===== src/rtl/sdpram_fifo_ctrl_if.sv =====
// rtl/sdpram_fifo_ctrl_if.sv - user request / RAM control / status bundle for sdpram_fifo_ctrl
interface sdpram_fifo_ctrl_if #(
  parameter int ADDR_WIDTH = 4
) ();
  // user requests
  logic                  wr_en;
  logic                  rd_en;
  // RAM control
  logic                  ram_wr_en;
  logic [ADDR_WIDTH-1:0] ram_wr_addr;
  logic [ADDR_WIDTH-1:0] ram_rd_addr;
  // status
  logic                  full;
  logic                  empty;
  logic                  almost_full;
  logic                  almost_empty;
  logic [ADDR_WIDTH:0]   level;
  logic                  rd_valid;
  logic                  wr_err;
  logic                  rd_err;

  // user side: issues requests, observes RAM control and status
  modport master (
    output wr_en, rd_en,
    input  ram_wr_en, ram_wr_addr, ram_rd_addr,
    input  full, empty, almost_full, almost_empty, level,
    input  rd_valid, wr_err, rd_err
  );

  // controller side
  modport slave (
    input  wr_en, rd_en,
    output ram_wr_en, ram_wr_addr, ram_rd_addr,
    output full, empty, almost_full, almost_empty, level,
    output rd_valid, wr_err, rd_err
  );
endinterface


===== src/rtl/sdpram_fifo_ctrl.sv =====
// rtl/sdpram_fifo_ctrl.sv - pointer and flag sequencer running a simple-dual-port RAM as a FIFO
module sdpram_fifo_ctrl #(
  parameter int ADDR_WIDTH       = 4,
  parameter int ALMOST_FULL_NUM  = 14,
  parameter int ALMOST_EMPTY_NUM = 2,
  parameter int OUT_REG          = 0
) (
  input  logic              clk,
  input  logic              rst_n,
  input  logic              clr,
  sdpram_fifo_ctrl_if.slave fifo
);
  localparam int            PW      = ADDR_WIDTH + 1;
  localparam int            DEPTH   = 1 << ADDR_WIDTH;
  localparam logic [PW-1:0] DEPTH_L = PW'(DEPTH);
  localparam logic [PW-1:0] AF_L    = PW'(ALMOST_FULL_NUM);
  localparam logic [PW-1:0] AE_L    = PW'(ALMOST_EMPTY_NUM);
  localparam logic [PW-1:0] ONE_L   = PW'(1);

  // Pointers carry one extra wrap bit; only the low bits address the RAM.
  logic [PW-1:0] wr_ptr;
  logic [PW-1:0] rd_ptr;
  logic [PW-1:0] level_q;

  logic full_w;
  logic empty_w;
  logic wr_fire;
  logic rd_fire;
  logic wr_err_q;
  logic rd_err_q;

  // Flags come straight off the level register, so they reflect state
  // after the accepting edge with no extra pipeline stage.
  assign full_w  = (level_q == DEPTH_L);
  assign empty_w = (level_q == '0);

  // Acceptance uses the registered flags only: a read in the same cycle
  // does not make room for a write at full, and vice versa at empty.
  assign wr_fire = fifo.wr_en & ~full_w  & ~clr;
  assign rd_fire = fifo.rd_en & ~empty_w & ~clr;

  assign fifo.ram_wr_en    = wr_fire;
  assign fifo.ram_wr_addr  = wr_ptr[ADDR_WIDTH-1:0];
  assign fifo.ram_rd_addr  = rd_ptr[ADDR_WIDTH-1:0];
  assign fifo.full         = full_w;
  assign fifo.empty        = empty_w;
  assign fifo.almost_full  = (level_q >= AF_L);
  assign fifo.almost_empty = (level_q <= AE_L);
  assign fifo.level        = level_q;
  assign fifo.wr_err       = wr_err_q;
  assign fifo.rd_err       = rd_err_q;

  // Write pointer: advances on every accepted write, flushed by clr.
  always_ff @(posedge clk or negedge rst_n) begin
    if (!rst_n) begin
      wr_ptr <= '0;
    end else if (clr) begin
      wr_ptr <= '0;
    end else if (wr_fire) begin
      wr_ptr <= wr_ptr + ONE_L;
    end
  end

  // Read pointer: advances on every accepted read, flushed by clr.
  always_ff @(posedge clk or negedge rst_n) begin
    if (!rst_n) begin
      rd_ptr <= '0;
    end else if (clr) begin
      rd_ptr <= '0;
    end else if (rd_fire) begin
      rd_ptr <= rd_ptr + ONE_L;
    end
  end

  // Fill level kept as its own register so the flags decode from a flop
  // instead of a pointer subtractor.
  always_ff @(posedge clk or negedge rst_n) begin
    if (!rst_n) begin
      level_q <= '0;
    end else if (clr) begin
      level_q <= '0;
    end else begin
      unique case ({wr_fire, rd_fire})
        2'b10:   level_q <= level_q + ONE_L;
        2'b01:   level_q <= level_q - ONE_L;
        default: level_q <= level_q;
      endcase
    end
  end

  // Rejected-request pulses, one cycle per refused request.
  always_ff @(posedge clk or negedge rst_n) begin
    if (!rst_n) begin
      wr_err_q <= 1'b0;
      rd_err_q <= 1'b0;
    end else begin
      wr_err_q <= fifo.wr_en & full_w  & ~clr;
      rd_err_q <= fifo.rd_en & empty_w & ~clr;
    end
  end

  // rd_valid follows the RAM read latency: same cycle for a show-ahead
  // RAM, one cycle later when the RAM registers its output.
  if (OUT_REG != 0) begin : g_rd_valid_reg
    logic rd_valid_q;

    // Registered read strobe lines up with the RAM's q_reg.
    always_ff @(posedge clk or negedge rst_n) begin
      if (!rst_n) begin
        rd_valid_q <= 1'b0;
      end else begin
        rd_valid_q <= rd_fire;
      end
    end

    assign fifo.rd_valid = rd_valid_q;
  end else begin : g_rd_valid_comb
    assign fifo.rd_valid = rd_fire;
  end

  // Threshold parameters outside their legal range.
  a_almost_full_range : assert property (@(posedge clk)
    (ALMOST_FULL_NUM >= 1) && (ALMOST_FULL_NUM <= DEPTH))
    else $error("sdpram_fifo_ctrl: ALMOST_FULL_NUM=%0d outside 1..%0d", ALMOST_FULL_NUM, DEPTH);

  a_almost_empty_range : assert property (@(posedge clk)
    (ALMOST_EMPTY_NUM >= 0) && (ALMOST_EMPTY_NUM <= DEPTH - 1))
    else $error("sdpram_fifo_ctrl: ALMOST_EMPTY_NUM=%0d outside 0..%0d", ALMOST_EMPTY_NUM, DEPTH - 1);

  // The level register must never drift from the pointer difference.
  a_level_consistent : assert property (@(posedge clk) disable iff (!rst_n)
    level_q == PW'(wr_ptr - rd_ptr))
    else $error("sdpram_fifo_ctrl: level %0d disagrees with pointers %0d/%0d", level_q, wr_ptr, rd_ptr);

endmodule


===== src/flat_wrapper.sv =====
// flat-port wrapper written by rule: the top's interface ports become plain ports
module sdpram_fifo_ctrl_flat 
#(
  parameter int ADDR_WIDTH       = 4,
  parameter int ALMOST_FULL_NUM  = 14,
  parameter int ALMOST_EMPTY_NUM = 2,
  parameter int OUT_REG          = 0
)
  (clk, rst_n, clr, fifo_wr_en, fifo_rd_en, fifo_ram_wr_en, fifo_ram_wr_addr, fifo_ram_rd_addr, fifo_full, fifo_empty, fifo_almost_full, fifo_almost_empty, fifo_level, fifo_rd_valid, fifo_wr_err, fifo_rd_err);
  sdpram_fifo_ctrl_if #(.ADDR_WIDTH(ADDR_WIDTH)) fifo_i ();
  input  logic clk;
  input  logic rst_n;
  input  logic clr;
  input wire logic [$bits(fifo_i.wr_en)-1:0] fifo_wr_en;
  input wire logic [$bits(fifo_i.rd_en)-1:0] fifo_rd_en;
  output wire logic [$bits(fifo_i.ram_wr_en)-1:0] fifo_ram_wr_en;
  output wire logic [$bits(fifo_i.ram_wr_addr)-1:0] fifo_ram_wr_addr;
  output wire logic [$bits(fifo_i.ram_rd_addr)-1:0] fifo_ram_rd_addr;
  output wire logic [$bits(fifo_i.full)-1:0] fifo_full;
  output wire logic [$bits(fifo_i.empty)-1:0] fifo_empty;
  output wire logic [$bits(fifo_i.almost_full)-1:0] fifo_almost_full;
  output wire logic [$bits(fifo_i.almost_empty)-1:0] fifo_almost_empty;
  output wire logic [$bits(fifo_i.level)-1:0] fifo_level;
  output wire logic [$bits(fifo_i.rd_valid)-1:0] fifo_rd_valid;
  output wire logic [$bits(fifo_i.wr_err)-1:0] fifo_wr_err;
  output wire logic [$bits(fifo_i.rd_err)-1:0] fifo_rd_err;
  assign fifo_i.wr_en = fifo_wr_en;
  assign fifo_i.rd_en = fifo_rd_en;
  assign fifo_ram_wr_en = fifo_i.ram_wr_en;
  assign fifo_ram_wr_addr = fifo_i.ram_wr_addr;
  assign fifo_ram_rd_addr = fifo_i.ram_rd_addr;
  assign fifo_full = fifo_i.full;
  assign fifo_empty = fifo_i.empty;
  assign fifo_almost_full = fifo_i.almost_full;
  assign fifo_almost_empty = fifo_i.almost_empty;
  assign fifo_level = fifo_i.level;
  assign fifo_rd_valid = fifo_i.rd_valid;
  assign fifo_wr_err = fifo_i.wr_err;
  assign fifo_rd_err = fifo_i.rd_err;
  sdpram_fifo_ctrl #(.ADDR_WIDTH(ADDR_WIDTH), .ALMOST_FULL_NUM(ALMOST_FULL_NUM), .ALMOST_EMPTY_NUM(ALMOST_EMPTY_NUM), .OUT_REG(OUT_REG)) u_core (.clk(clk), .rst_n(rst_n), .clr(clr), .fifo(fifo_i));
endmodule

===== config.mk =====
export PLATFORM = sky130hd
export DESIGN_NAME = sdpram_fifo_ctrl_flat
export DESIGN_NICKNAME = d
export VERILOG_FILES = /design/src/rtl/sdpram_fifo_ctrl_if.sv /design/src/rtl/sdpram_fifo_ctrl.sv /design/src/flat_wrapper.sv
export SDC_FILE = /design/constraint.sdc
export NUM_CORES = 1
export LEC_CHECK = 0
export BUFFER_PORTS_ARGS = -buffer_cell sky130_fd_sc_hd__buf_2
export CAP_MARGIN = 15
export CORE_MARGIN = 4
export CORE_UTILIZATION = 45
export CTS_CLUSTER_DIAMETER = 150
export DETAILED_ROUTE_END_ITERATION = 7
export HOLD_SLACK_MARGIN = 0.08
export PLACE_DENSITY = 0.73
export SLEW_MARGIN = 20
export SYNTH_ARGS = -nofsm -noshare
export SYNTH_HDL_FRONTEND = slang
export SYNTH_SLANG_ARGS = --single-unit

===== constraint.sdc =====
create_clock -name clk -period 2.78 [get_ports clk]
set_input_delay 0.834 -clock clk [delete_from_list [all_inputs] [get_ports clk]]
set_output_delay 0.834 -clock clk [all_outputs]
set_load 0.01 [all_outputs]

==> out/metrics.yaml, run 1 <==
outcome: "complete, but fails checks"
violations: "negative setup slack"
clk_pin_slew_worst_paths_ns: 0.09
worst_slew_pin_slew_ns: 0.4750
yosys-top-cells-area: "dfrtp_1 40%, ha_1 6.7%, xor2_1 5.6%"
vias_per_cell: 5.256
dieArea_mm2: 0.002860
setup_violations: 1
placementRows: 16
placed_area_mm2: 0.001194
yosysTopAreaCell: "dfrtp_1"
power_density_mw_per_mm2: 888.1
relSlewSlack: 0.6823
fin_area_mm2: 0.001261
drv_cap: 0
dpl.hpwl_um: 1701
cp.required_ns: 2.99
drive_gt1_frac: 0.4380
finalCriticalPeriod_ns: 2.787
hold-worst-slack_ns: 0.4321
final_nets: 149
cp.arrival_ns: 3.00
ys_top_cells_by_count: "15 x dfrtp_1, 13 x nand2_1, 9 x nor2_1"
hp-class: "primary input to asynchronous set/reset pin"
finalHoldViolCount: 0
htree_levels: 1
vdd_drop_max_uv: 580.0
avgSynthCellArea_um2: 9.697
n_antenna_cell: 0
fmax_ghz: 0.3588
critical_path_class: "register to register"
drt_iter0_drc: 15
initial_utilization: 0.4745
grt_setup_unrepaired: "yes"
cp-startpoint: "u_core.fifo.level[3]"
timing.rr.start: "u_core.fifo.level[3]"
cts_root_buf: "clkbuf_4"
cts_tree: "yes"
die_h_um: 53.48
grt_overflow: 0
track_usage: 0.1766
path_delay_family: "simple AND/OR/NAND/NOR gates"
synthArstFlopShare: 1.000
ys_warn_count: 0
yosys_register_bits: 15
cp_num_buf_inv: 1
cts_sinks: 15
firstDrtPassIters: 4
p_total_mw: 1.120
p_leak_nw: 0.6385
synth.most_common_cell: "dfrtp_1"
clock_latency_ns: 0.28
core_mm2: 0.001962
fin_crit_sh: 1.002
grt_pass1_vias: 832
cts_buffers: 3
crit_slowest_cell: "or4_4"
areaGrowthSynthToFinish_pct: 35.48
yosysUniqueCellTypes: 37
wire_per_inst_um: 13.26
grt_max_degree: 18
synth_top_area_frac: 0.4032
cts_max_path_buffers: 2
end_kind: "register"
drc: 0
chipWidth_um: 53.48
slew_viol_final: 0
grt_pass1_wl_um: 3622
port_buffers: 25
start_kind: "register"
grt_antenna_before_repair: 0
fin_skew_ns: 0.001226
io-pin-count: 26
crit_chain: "or4_4, o21a_4, nor3_4, buf_6, ha_4, nor2b_4, o21a_1, o211ai_1, or3b_4, o221ai_2"
holdBufCountCts: 0
syn-num-nets: 107
place_ws_ns: -0.05406
syn_inst: 96
antenna_left: 0
vias: 862
crit_fanout: 3
syn_area_um2: 930.9
cpPeakStageDelay_ns: 0.54
drt_wl_total_um: 2174
synth_seq_area_share: 0.4032
synth_edf_count: 0
gp_congestion: 0.8388
setup_ws_ns: -0.006909
ys.flop_type: "dfrtp_1"
## repair_timing
item                                    in CTS  in global routing
pin swaps                                    5                  2
gates cloned                                 0                  0
resized for setup                            2                  1
endpoints found under the setup margin       1                  1
buffers inserted                             3                  0
## layer usage
metal | GRT usage | wire length (um) | vias up
met4 | 0.09787 | 78 | 0
li1 | - | - | 409
met2 | 0.3061 | 1096 | 31
met1 | 0.2010 | 880 | 413
met5 | 0 | 0 | -
met3 | 0.03099 | 119 | 9
## stage by stage
step	util	TNS [ns]	std cells
floorplan	-	-0.05815	96
global placement	0.6084	0	157
detailed placement	0.6084	-0.05406	157
CTS	0.6416	0	164
global route	0.6429	-0.1217	164
finish	0.6429	-0.006909	164
## state kept, by name, indices dropped and copies added, names as in the netlist
name / flops
u_core.fifo.level: 5
u_core.fifo.rd_err: 1
u_core.fifo.wr_err: 1
u_core.rd_ptr: 4
u_core.wr_ptr: 4
## layout make-up
type | instances | area, um2
Fill cell | 173 | 700.7
Multi-Input combinational cell | 73 | 561.8
Sequential cell | 15 | 379.1
Timing Repair Buffer | 40 | 241.5
Tap cell | 27 | 33.78
Clock buffer | 4 | 26.28
Inverter | 5 | 18.77
## where the power goes
part / switching (mW) / total [mW] / internal [mW]
Sequential: 0.0345 / 0.305 / 0.270
Clock: 0.0705 / 0.126 / 0.0558
Combinational: 0.378 / 0.689 / 0.311
Total: 0.483 / 1.12 / 0.637
## kinds of logic after synthesis
kind of cell / count (synthesis) / synth area share
buf+inv: 8 / 0.04032
mux: 1 / 0.01075
simple gates: 41 / 0.2258
xor+xnor: 7 / 0.06586
fa+ha+maj: 6 / 0.08871
flops: 15 / 0.4032
compound gates: 18 / 0.1653
## cells in the final DEF (no fill, tap or decap), types with 2 or more instances in the layout
cell,instances
a21oi_1,4
buf_2,25
buf_4,14
clkbuf_4,3
dfrtp_1,12
dfrtp_2,3
ha_1,4
inv_1,4
nand2_1,13
nand2b_1,2
nand3_1,4
nor2_1,9
o31ai_1,2
or3_1,2
xor2_1,6
## final timing paths
check	end	slack, ns	cells after the start
max in group asynchronous	u_core.fifo.level[0]	2.08	1
worst min-delay path	u_core.wr_ptr[1]	0.43	1
min in group clk	u_core.wr_ptr[3]	0.55	2
worst max register to register	u_core.fifo.level[4]	-0.007	10
worst max-delay path	u_core.fifo.level[4]	-0.007	10
worst min register to register	u_core.wr_ptr[3]	0.55	2
No activity file was read; power rests on OpenSTA's default activity.
==> inputs of run 2 (changes only) <==
--- a/config.mk
+++ b/config.mk
@@ -13,6 +13,7 @@
 export DETAILED_ROUTE_END_ITERATION = 7
 export HOLD_SLACK_MARGIN = 0.08
 export PLACE_DENSITY = 0.73
+export REMOVE_ABC_BUFFERS = 1
 export SLEW_MARGIN = 20
 export SYNTH_ARGS = -nofsm -noshare
 export SYNTH_HDL_FRONTEND = slang
==> run 2 against run 1 <==
  * The flow now finishes without violations
  * Global-route usage increased by 0.17 points
  * First-iteration DRC count decreased by 33%
  * Via count fell by 3.1%
  * Combinational power shrank 5.5%
  * Clock power barely moved
  * Clock skew up 0.00082 ns
  * Critical endpoint unchanged
  * Hold slack got worse by 0.0029 ns
  * Non-clock buffer count rose by 1
==> out/metrics.yaml, run 2 (synthesized netlist as in run 1, its figures left out) <==
p_leak_nw: 0.6466  # was 0.6385 nW
clk_pin_slew_worst_paths_ns: 0.09  # about the same
highest_layer: "met4"  # unchanged
worst-r2r-cell-count: 11  # was 10
crit_chain: "or4_4, o21a_1, nor3_2, inv_1, fa_2, nor2b_4, o21a_1, o211ai_1, buf_4, and2b_1, o221ai_2"  # was or4_4, o21a_4, nor3_4, buf_6, ha_4, nor2b_4, o21a_1, o211ai_1, or3b_4, o221ai_2
slew_viol_final: 0  # unchanged
wl_met3_um: 100  # was 119 um
timing.rr.end: "u_core.fifo.level[4]"  # unchanged
cts_root_buf: "clkbuf_4"  # unchanged
vdd_drop_max_uv: 518.5  # was 580.0 uV
dpl.hpwl_um: 1728  # was 1701 um
initial_utilization: 0.4745  # unchanged
placed_area_mm2: 0.001169  # was 0.001194 mm2
wire_per_inst_um: 13.28  # was 13.26 um
drt_iter0_drc: 10  # was 15
power_frac_comb: 0.596  # was 0.615
finalCriticalPeriod_ns: 2.776  # was 2.787 ns
grt_pass1_wl_um: 3594  # was 3622 um
place_ws_ns: -0.1229  # was -0.05406 ns
cts_sinks: 15  # unchanged
track_usage: 0.1782  # was 0.1766
drive_gt1_frac: 0.4058  # was 0.4380
seq_power_share: 0.286  # was 0.272
drt_wl_total_um: 2191  # was 2174 um
power_switching_uw: 471.6  # was 483.2 uW
pwr-share-clk: 0.118  # was 0.113
r2r_slack_ns: 0.004  # was -0.007 ns
crit_fanout: 3  # unchanged
core_mm2: 0.001962  # unchanged
fmax_ghz: 0.3602  # was 0.3588 GHz
n_antenna_cell: 0  # unchanged
fill_cells: 188  # was 173
final_nets: 150  # was 149
power_density_mw_per_mm2: 884.9  # was 888.1 mW/mm2
cpPeakStageDelay_ns: 0.52  # was 0.54 ns
io-pin-count: 26  # unchanged
fin_util: 0.6288  # was 0.6429
timing.rr.start: "u_core.fifo.level[0]"  # was u_core.fifo.level[3]
grt_overflow: 0  # unchanged
chipWidth_um: 53.48  # unchanged
holdBufCountCts: 0  # unchanged
gp_congestion: 0.7939  # was 0.8388
fin_skew_ns: 0.002051  # was 0.001226 ns
drv_cap: 0  # unchanged
drc: 0  # unchanged
switching_share: 0.4320  # was 0.4314
largest_reg_flops: 5  # unchanged
vias_per_cell: 5.061  # was 5.256
clock_latency_ns: 0.29  # was 0.28 ns
power.internal_uw: 620.1  # was 636.9 uW
seqCellArea_um2: 375.4  # was 379.1 um2
grt_pass1_vias: 816  # was 832
multi_input_area_um2: 533.0  # was 561.8 um2
finalHoldViolCount: 0  # unchanged
die_h_um: 53.48  # unchanged
areaGrowthSynthToFinish_pct: 32.53  # was 35.48%
worst_slew_pin_slew_ns: 0.4579  # was 0.4750 ns
firstDrtPassIters: 4  # unchanged
drt-met1-wl_um: 964  # was 880 um
fin_crit_sh: 0.9987  # was 1.002
outcome: "finished, final reports clean"  # was complete, but fails checks
antenna_left: 0  # unchanged
cts_tree: "yes"  # unchanged
final_cell_mix: "25 x buf_2, 16 x buf_4, 15 x dfrtp_1"  # was 25 x buf_2, 14 x buf_4, 13 x nand2_1
cts_max_path_buffers: 2  # unchanged
grt_max_degree: 18  # unchanged
path_delay_family: "simple AND/OR/NAND/NOR gates"  # unchanged
cp_num_buf_inv: 2  # was 1
fin_area_mm2: 0.001234  # was 0.001261 mm2
relSlewSlack: 0.6938  # was 0.6823
setup_ws_ns: 0.003664  # was -0.006909 ns
start_kind: "register"  # unchanged
crit_top_cell: "o21a_1"
port_buffers: 25  # unchanged
routed-wl-met2_um: 1070  # was 1096 um
vias: 835  # was 862
hp-class: "primary input to asynchronous set/reset pin"  # unchanged
setup_violations: 0  # was 1
layout_commonest_cell: "buf_2"  # unchanged
grt_antenna_before_repair: 0  # unchanged
placementRows: 16  # unchanged
cts_buffers: 3  # unchanged
end_kind: "register"  # unchanged
crit_slowest_cell: "or4_4"  # unchanged
dieArea_mm2: 0.002860  # unchanged
htree_levels: 1  # unchanged
critical_path_class: "register to register"  # unchanged
cp.required_ns: 3.00  # was 2.99 ns
cp.arrival_ns: 2.99  # was 3.00 ns
grt_setup_unrepaired: "yes"  # unchanged
-- run 2: per-layer routing --
| metal | global-route usage | up-vias |
|---|---|---|
| met5 | 0 | - |
| met4 | 0.1021 | 0 |
| met3 | 0.01690 | 5 |
| met2 | 0.2918 | 20 |
| met1 | 0.2249 | 395 |
| li1 | - | 415 |
-- run 2: through the flow --
stage	hold slack (ns)	power [mW]	std cells	setup TNS [ns]
after floorplan	0.5384	0.6791	93	-0.2801
after global placement	0.5196	0.9274	158	-0.02262
after detailed placement	0.5622	0.9465	158	-0.1229
after CTS	0.4312	1.097	164	-0.01191
after global routing	0.4441	1.183	165	-0.1163
final	0.4291	1.092	165	0
-- run 2: area by class of cell --
class / count / area share
Clock buffer: 3 / 0.01826
Clock inverter: 1 / 0.004057
Inverter: 5 / 0.01521
Multi-Input combinational cell: 73 / 0.4320
Sequential cell: 15 / 0.3043
Tap cell: 27 / 0.02738
Timing Repair Buffer: 41 / 0.1988
-- run 2: timing repair --
item	in CTS	in global routing
pin swaps	7	7
setup buffers	2	1
setup endpoints to repair	1	1
cloned	0	0
resized for setup	4	0
-- run 2: worst max-delay path by stage --
stage	start	end	slack, ns	depth (start not counted)
6_report	u_core.fifo.level[0]	u_core.fifo.level[4]	0.004	11
3_3_place_gp	u_core.fifo.level[1]	u_core.fifo.level[4]	-0.02	10
4_1_cts	u_core.fifo.level[1]	u_core.fifo.level[4]	-0.01	9
3_5_place_dp	u_core.fifo.level[1]	u_core.fifo.level[4]	-0.12	10
2_1_floorplan	u_core.fifo.level[1]	u_core.fifo.level[4]	-0.28	10
5_1_grt	u_core.fifo.level[0]	u_core.fifo.level[4]	-0.12	11
-- run 2: power by group through the flow --
stage          Combinational, mW  Sequential (mW)  Clock [mW]
6_report                   0.651            0.312       0.129
3_3_place_gp               0.614            0.313           0
3_5_place_dp               0.630            0.316           0
2_1_floorplan              0.326            0.354           0
4_1_cts                    0.651            0.312       0.134
5_1_grt                    0.721            0.319       0.144
